`config.mk`:
```
export PLATFORM = sky130hd
export DESIGN_NAME = memory_stage
export DESIGN_NICKNAME = d
export VERILOG_FILES = /design/src/rtl/rvga_types.sv /design/src/rtl/memory_stage_load_align.sv /design/src/rtl/memory_stage.sv
export SDC_FILE = /design/constraint.sdc
export NUM_CORES = 1
export LEC_CHECK = 0
export CAP_MARGIN = 20
export CORE_ASPECT_RATIO = 2
export CORE_MARGIN = 3
export CORE_UTILIZATION = 32
export DETAILED_ROUTE_END_ITERATION = 8
export GPL_TIMING_DRIVEN = 0
export PLACE_DENSITY = 0.7
export RECOVER_POWER = 25
export SLEW_MARGIN = 20
export SYNTH_ARGS = -nofsm -noshare
export SYNTH_HDL_FRONTEND = slang
export SYNTH_SLANG_ARGS = --single-unit
```
`constraint.sdc`:
```
create_clock -name clk -period 3.4 [get_ports clk]
set_clock_uncertainty 0.15 [all_clocks]
set_input_delay 0.68 -clock clk [delete_from_list [all_inputs] [get_ports clk]]
set_output_delay 0.68 -clock clk [all_outputs]
set_load 0.02 [all_outputs]
```
`src/rtl/rvga_types.sv`:
```
// Shared pipeline types: load/store opcodes (also used by decode and the debug bus)
// and the memory-stage access state.
package rvga_types;
  localparam int RVGA_WORD = 32;
  localparam int RVGA_REG  = 5;

  typedef enum logic [2:0] {LDNONE, LB, LH, LW, LBU, LHU} rvga_ldop_e;
  typedef enum logic [1:0] {STNONE, SB, SH, SW} rvga_strop_e;
  typedef enum logic {IDLE, WAIT_RESP} rvga_memstate_e;
endpackage

```
`src/rtl/memory_stage_load_align.sv`:
```
// Load lane select and sign/zero extension; purely combinational.
module load_align
  import rvga_types::*;
(
  input  logic [RVGA_WORD-1:0] resp_data,
  input  logic [1:0]           addr_lo,
  input  rvga_ldop_e           ldop,
  output logic [RVGA_WORD-1:0] data
);
  logic [7:0]  byte_sel;
  logic [15:0] half_sel;

  // Halves only look at addr_lo[1]: a stray addr_lo[0] never shifts the lane.
  assign byte_sel = resp_data[{addr_lo, 3'b000} +: 8];
  assign half_sel = addr_lo[1] ? resp_data[31:16] : resp_data[15:0];

  always_comb begin
    data = '0;
    case (ldop)
      LB:      data = {{24{byte_sel[7]}}, byte_sel};
      LBU:     data = {24'h0, byte_sel};
      LH:      data = {{16{half_sel[15]}}, half_sel};
      LHU:     data = {16'h0, half_sel};
      LW:      data = resp_data;
      default: data = '0;
    endcase
  end
endmodule

```
`src/rtl/memory_stage.sv`:
```
// Memory pipeline stage: registers ALU results, runs loads/stores over a valid/ready
// data port. Define MEMORY_STAGE_MISALIGN_CHECK_EN to trap misaligned half/word accesses.
module memory_stage
  import rvga_types::*;
(
  input  logic                 clk,
  input  logic                 rst,
  input  logic                 execute_memory_v,
  input  logic [RVGA_REG-1:0]  execute_memory_rs1,
  input  logic [RVGA_REG-1:0]  execute_memory_rs2,
  input  logic [RVGA_REG-1:0]  execute_memory_rd,
  input  logic                 execute_memory_rd_w_v,
  input  logic [RVGA_WORD-1:0] execute_memory_result,
  input  logic [RVGA_WORD-1:0] execute_memory_store_data,
  input  rvga_ldop_e           execute_memory_ldop,
  input  rvga_strop_e          execute_memory_strop,
  output logic                 memory_stall,
  output logic                 dmem_req_v,
  input  logic                 dmem_req_ready,
  output logic [RVGA_WORD-1:0] dmem_addr,
  output logic                 dmem_w_v,
  output logic [RVGA_WORD-1:0] dmem_wdata,
  output logic [3:0]           dmem_wmask,
  input  logic                 dmem_resp_v,
  input  logic [RVGA_WORD-1:0] dmem_resp_data,
  output logic                 memory_writeback_v,
  output logic [RVGA_REG-1:0]  memory_writeback_rd,
  output logic                 memory_writeback_rd_w_v,
  output logic [RVGA_WORD-1:0] memory_writeback_data,
  output logic                 memory_misaligned
);
  rvga_memstate_e       state_q, state_d;
  logic                 wb_v_q, wb_v_d, wb_rd_w_v_q, wb_rd_w_v_d, mis_q, mis_d;
  logic [RVGA_REG-1:0]  wb_rd_q, wb_rd_d;
  logic [RVGA_WORD-1:0] wb_data_q, wb_data_d, load_word;
  logic [1:0]           lane;
  logic                 is_load, is_store, misalign;
  logic                 unused_ok;

  assign lane      = execute_memory_result[1:0];
  assign is_load   = execute_memory_ldop != LDNONE;
  assign is_store  = !is_load && execute_memory_strop != STNONE;
  assign unused_ok = ^{execute_memory_rs1, execute_memory_rs2};

  load_align u_load_align (
    .resp_data (dmem_resp_data),
    .addr_lo   (lane),
    .ldop      (execute_memory_ldop),
    .data      (load_word)
  );

  always_comb begin
    misalign = 1'b0;
`ifdef MEMORY_STAGE_MISALIGN_CHECK_EN
    if (is_load) begin
      if (execute_memory_ldop == LH || execute_memory_ldop == LHU) misalign = lane[0];
      else if (execute_memory_ldop == LW)                          misalign = |lane;
    end else if (is_store) begin
      if (execute_memory_strop == SH)      misalign = lane[0];
      else if (execute_memory_strop == SW) misalign = |lane;
    end
`endif
  end

  always_comb begin
    state_d      = state_q;
    wb_v_d       = 1'b0;
    wb_rd_d      = wb_rd_q;
    wb_rd_w_v_d  = wb_rd_w_v_q;
    wb_data_d    = wb_data_q;
    mis_d        = 1'b0;
    memory_stall = 1'b0;
    dmem_req_v   = 1'b0;
    dmem_w_v     = 1'b0;
    dmem_addr    = {execute_memory_result[31:2], 2'b00};
    dmem_wdata   = '0;
    dmem_wmask   = 4'b0000;
    case (state_q)
      IDLE: if (execute_memory_v) begin
        if (misalign) begin
          mis_d       = 1'b1;
          wb_v_d      = 1'b1;
          wb_rd_d     = execute_memory_rd;
          wb_rd_w_v_d = 1'b0;
          wb_data_d   = execute_memory_result;
        end else if (is_load) begin
          dmem_req_v   = 1'b1;
          memory_stall = 1'b1;
          if (dmem_req_ready) state_d = WAIT_RESP;
        end else if (is_store) begin
          dmem_req_v   = 1'b1;
          dmem_w_v     = 1'b1;
          memory_stall = !dmem_req_ready;
          case (execute_memory_strop)
            SB: begin
              dmem_wmask = 4'b0001 << lane;
              dmem_wdata = {4{execute_memory_store_data[7:0]}};
            end
            SH: begin
              dmem_wmask = 4'b0011 << {lane[1], 1'b0};
              dmem_wdata = {2{execute_memory_store_data[15:0]}};
            end
            default: begin
              dmem_wmask = 4'b1111;
              dmem_wdata = execute_memory_store_data;
            end
          endcase
          if (dmem_req_ready) begin
            wb_v_d      = 1'b1;
            wb_rd_d     = execute_memory_rd;
            wb_rd_w_v_d = 1'b0;
            wb_data_d   = execute_memory_result;
          end
        end else begin
          wb_v_d      = 1'b1;
          wb_rd_d     = execute_memory_rd;
          wb_rd_w_v_d = execute_memory_rd_w_v;
          wb_data_d   = execute_memory_result;
        end
      end
      WAIT_RESP: begin
        // Upstream is held while we wait, so the rd/ldop inputs still describe this load.
        memory_stall = !dmem_resp_v;
        if (dmem_resp_v) begin
          wb_v_d      = 1'b1;
          wb_rd_d     = execute_memory_rd;
          wb_rd_w_v_d = execute_memory_rd_w_v;
          wb_data_d   = load_word;
          state_d     = IDLE;
        end
      end
      default: state_d = IDLE;
    endcase
  end

  always_ff @(posedge clk or posedge rst) begin
    if (rst) begin
      state_q     <= IDLE;
      wb_v_q      <= 1'b0;
      wb_rd_q     <= '0;
      wb_rd_w_v_q <= 1'b0;
      wb_data_q   <= '0;
      mis_q       <= 1'b0;
    end else begin
      state_q     <= state_d;
      wb_v_q      <= wb_v_d;
      wb_rd_q     <= wb_rd_d;
      wb_rd_w_v_q <= wb_rd_w_v_d;
      wb_data_q   <= wb_data_d;
      mis_q       <= mis_d;
    end
  end

  assign memory_writeback_v      = wb_v_q;
  assign memory_writeback_rd     = wb_rd_q;
  assign memory_writeback_rd_w_v = wb_rd_w_v_q;
  assign memory_writeback_data   = wb_data_q;
  assign memory_misaligned       = mis_q;
endmodule
```
==> Flow_metrics.wiki <==
{| class="wikitable"
! Metric !! Value
|-
| Detailed Route Iter0 Violations || 303
|-
| Post-layout minimum cycle time || 3.33 ns
|-
| Worst Path Class, Setup || primary input to primary output
|-
| Asr flop ratio synth || 100%
|-
| Initial Util || 33.1%
|-
| Netlist area before placement || 0.00378 mm2
|-
| Wire length of the first global-routing pass || 26100 um
|-
| Min-delay worst type || register to register
|-
| Synth Warn # || 0
|-
| Fin Hold WS || 0.311 ns
|-
| Total number of clock tree sinks || 40
|-
| Critical path arrival || 2.50 ns
|-
| Total leakage power || 2.57 nW
|-
| Logic gate share of total power || 49.6%
|-
| Switching fraction of total power || 36.3%
|-
| Measured slew at the worst slew-check pin || 1.32 ns
|-
| P_sw || 0.887 mW
|-
| List of most frequent post-synthesis cells || sky130_fd_sc_hd__nand2_1 (68), sky130_fd_sc_hd__dfrtp_1 (40), sky130_fd_sc_hd__nor2_1 (35)
|-
| Status || complete, no violations
|-
| Vias in the first global route || 4882
|-
| Post-detailed-routing wire length || 17400 um
|-
| Ys flop type || sky130_fd_sc_hd__dfrtp_1
|-
| Yosys top cell area share || 26.5%
|-
| Layout Cells excl Fill || 830
|-
| Share of cells above drive strength 1 || 17.0%
|-
| DRC violation count after routing || 0
|-
| IR drop worst, VDD || 0.314 mV
|-
| Portion of the clock cycle consumed by the worst path in the final layout || 98.0%
|-
| Number of different library cells in the post-synthesis netlist || 47
|-
| Chip Width || 82.8 um
|-
| Average instance area after synthesis || 8.17 um2
|-
| Number of ports placed on the die boundary || 233
|-
| Root cell of the clock tree || sky130_fd_sc_hd__clkbuf_16
|-
| Max-slew violation total from the final report || 0
|-
| Die height || 160 um
|-
| CTS H-Tree Depth || 2
|-
| Total Nets Final || 812
|-
| Most area-hungry cell type in the Yosys netlist || sky130_fd_sc_hd__dfrtp_1
|-
| Highest Clock Rate || 300 MHz
|-
| Required arrival time at the worst endpoint || 2.57 ns
|-
| Core Area || 0.0114 mm2
|-
| First-pass DRT Iterations || 5
|-
| RD Place Congestion || 0.931
|-
| Mean number of vias per cell || 5.65
|-
| Critical path startpoint category || primary input
|-
| Number of clock buffers inserted by TritonCTS || 5
|-
| Top post-synthesis cells by area || sky130_fd_sc_hd__dfrtp_1 (27%), sky130_fd_sc_hd__buf_4 (6.8%), sky130_fd_sc_hd__nand2_1 (6.8%)
|-
| TritonCTS clock tree || built
|-
| Final setup fails || 0
|-
| Hold-fix buffer count after cts || 0
|-
| Total power density per cell area || 395 mW/mm2
|-
| Number of max-capacitance violations reported || 0
|-
| Die Outline Area || 0.0132 mm2
|-
| Power share of the sequential group || 28.3%
|-
| Aggregate global-route resource usage || 24.8%
|-
| Relative contribution of the clock network to total power || 22.0%
|-
| Clk Latency, worst-skew pair || 0.29 ns
|-
| Cells after Synth || 462
|-
| Ant diodes || 0
|-
| Wire length per cell after detailed routing || 21.0 um
|-
| Fillers || 1117
|-
| Setup repair after global routing missed its margin || no
|-
| Count of placed standard cells including taps || 825
|-
| Initial antenna violation count || 0
|-
| Post-synth EDFFs || 0
|-
| Number of hold violations in the final report || 0
|-
| Global route total overflow || 0
|-
| Number of rows in the core area || 55
|-
| Number of vias after detailed routing || 4690
|-
| Clock-pin slew reported for the worst setup and hold paths after clock tree synthesis || 0.06 ns
|-
| Area occupied by multi-input gates || 0.00230 mm2
|-
| FF+latch area || 0.00100 mm2
|-
| Register bit total from synthesis || 40
|-
| Synthesis-to-layout area growth || 63.9%
|-
| Nature of the critical path endpoint || primary output
|-
| Total of buffers placed on input and output ports || 218
|-
| Post-detailed-route count of antenna-violating nets || 0
|-
| Library cell with the highest instance count after synthesis || sky130_fd_sc_hd__nand2_1
|-
| Number of buffers on the longest clock path || 2
|-
| Relative slew margins || 12.0%
|-
| Internal power contribution || 1.56 mW
|-
| Critical-path maximum fanout || 10
|-
| Hpwl dp || 14200 um
|-
| Pin count of the biggest net entering global routing || 24
|-
| Sequential element share of the synthesized area || 26.5%
|}
-- power groups by stage --
stage | logic [mW] | registers, mW | clock network [mW]
2_1_floorplan | 0.430 | 0.862 | 0
3_3_place_gp | 1.21 | 0.696 | 0
3_5_place_dp | 1.23 | 0.700 | 0
4_1_cts | 1.23 | 0.692 | 0.546
5_1_grt | 1.28 | 0.708 | 0.561
6_report | 1.21 | 0.692 | 0.538
-- cells in the final DEF, fill, tap and decap left out, types with 21 or more instances in the layout --
cell type / Yosys / layout
sky130_fd_sc_hd__nor2_1: 35 / 35
sky130_fd_sc_hd__dfrtp_1: 40 / 40
sky130_fd_sc_hd__buf_2: 12 / 39
sky130_fd_sc_hd__a22oi_1: 25 / 25
sky130_fd_sc_hd__clkdlybuf4s50_1: 0 / 171
sky130_fd_sc_hd__clkbuf_1: 27 / 21
sky130_fd_sc_hd__nand2_1: 68 / 68
sky130_fd_sc_hd__buf_4: 34 / 37
-- cell families (layout without fill, tap and decap cells) --
family                   after synthesis  after routing  synth area share (%)
flip-flops                            40             40                  26.5
adder cells (fa/ha/maj)                3              3                 0.994
XOR/XNOR                               1              1                 0.232
AO/OA/AOI/OAI                        149            149                  31.5
AND/OR/NAND/NOR                      154            154                  18.3
other                                  1              3                0.0993
multiplexers                          25             25                  9.31
buffers and inverters                 89            313                  13.1
-- final cells by class --
class	count	area share, %
multi-input cells	335	37.1
repair buffers	219	32.9
inverters	10	0.708
clock buffers	6	2.08
flip-flops and latches	40	16.2
plain buffers	76	7.56
clock inverters	2	0.566
well taps	142	2.87
-- worst max-delay path: stages --
cell and delay [ns]:
sky130_fd_sc_hd__clkdlybuf4s50_1 0.49, sky130_fd_sc_hd__inv_1 0.07, sky130_fd_sc_hd__ha_2 0.21, sky130_fd_sc_hd__or3_4 0.39
sky130_fd_sc_hd__buf_6 0.16, sky130_fd_sc_hd__buf_4 0.18, sky130_fd_sc_hd__a211oi_2 0.16, sky130_fd_sc_hd__buf_4 0.17
-- path summary, 6_finish.rpt --
| check | startpoint | endpoint | slack [ns] | cells past startpoint |
|---|---|---|---|---|
| worst min-delay path | memory_writeback_rd[2]$_DFFE_PP0P_ | memory_writeback_rd[2]$_DFFE_PP0P_ | 0.31 | 2 |
| max in group asynchronous | rst | memory_writeback_v$_DFF_PP0_ | 0.66 | 3 |
| min in group asynchronous | rst | memory_writeback_data[11]$_DFFE_PP0P_ | 0.80 | 2 |
| worst max register to register | state_q$_DFF_PP0_ | memory_writeback_data[5]$_DFFE_PP0P_ | 0.93 | 6 |
| worst min register to register | memory_writeback_rd[2]$_DFFE_PP0P_ | memory_writeback_rd[2]$_DFFE_PP0P_ | 0.31 | 2 |
| worst max-delay path | execute_memory_strop[0] | dmem_wdata[30] | 0.07 | 8 |
-- registers in the layout, indices dropped and copies added (netlist names) --
name                     count
memory_writeback_data       32
memory_writeback_rd_w_v      1
memory_writeback_rd          5
memory_writeback_v           1
state_q                      1
-- repair_timing --
action                     CTS  global route
pin swaps                    0             0
buffers inserted             0             0
hold endpoints to repair     0             0
setup endpoints to repair   39            28
resized for setup          168             5
gates cloned                 0             0
-- layer usage --
metal	wire length, um	vias to the layer above	track usage [%]
met4	956	0	14.6
met3	1020	48	3.20
li1	-	2152	-
met2	9650	270	48.3
met5	0	-	0
met1	5770	2220	24.1
-- per-stage QoR --
step / cell area, um2 / power [mW] / setup slack [ns] / TNS (ns) / utilization (%)
after floorplan: 3780 / 1.29 / 0.382 / 0 / -
after global routing: 6190 / 2.55 / 0.00119 / 0 / 54.2
after CTS: 6210 / 2.46 / 0.00616 / 0 / 54.3
final: 6190 / 2.44 / 0.0678 / 0 / 54.2
after global placement: 6140 / 1.90 / -0.736 / -24.93 / 53.8
after detailed placement: 6170 / 1.93 / -0.747 / -25.23 / 54.0
Note: power is estimated with default switching activity, not from simulation.
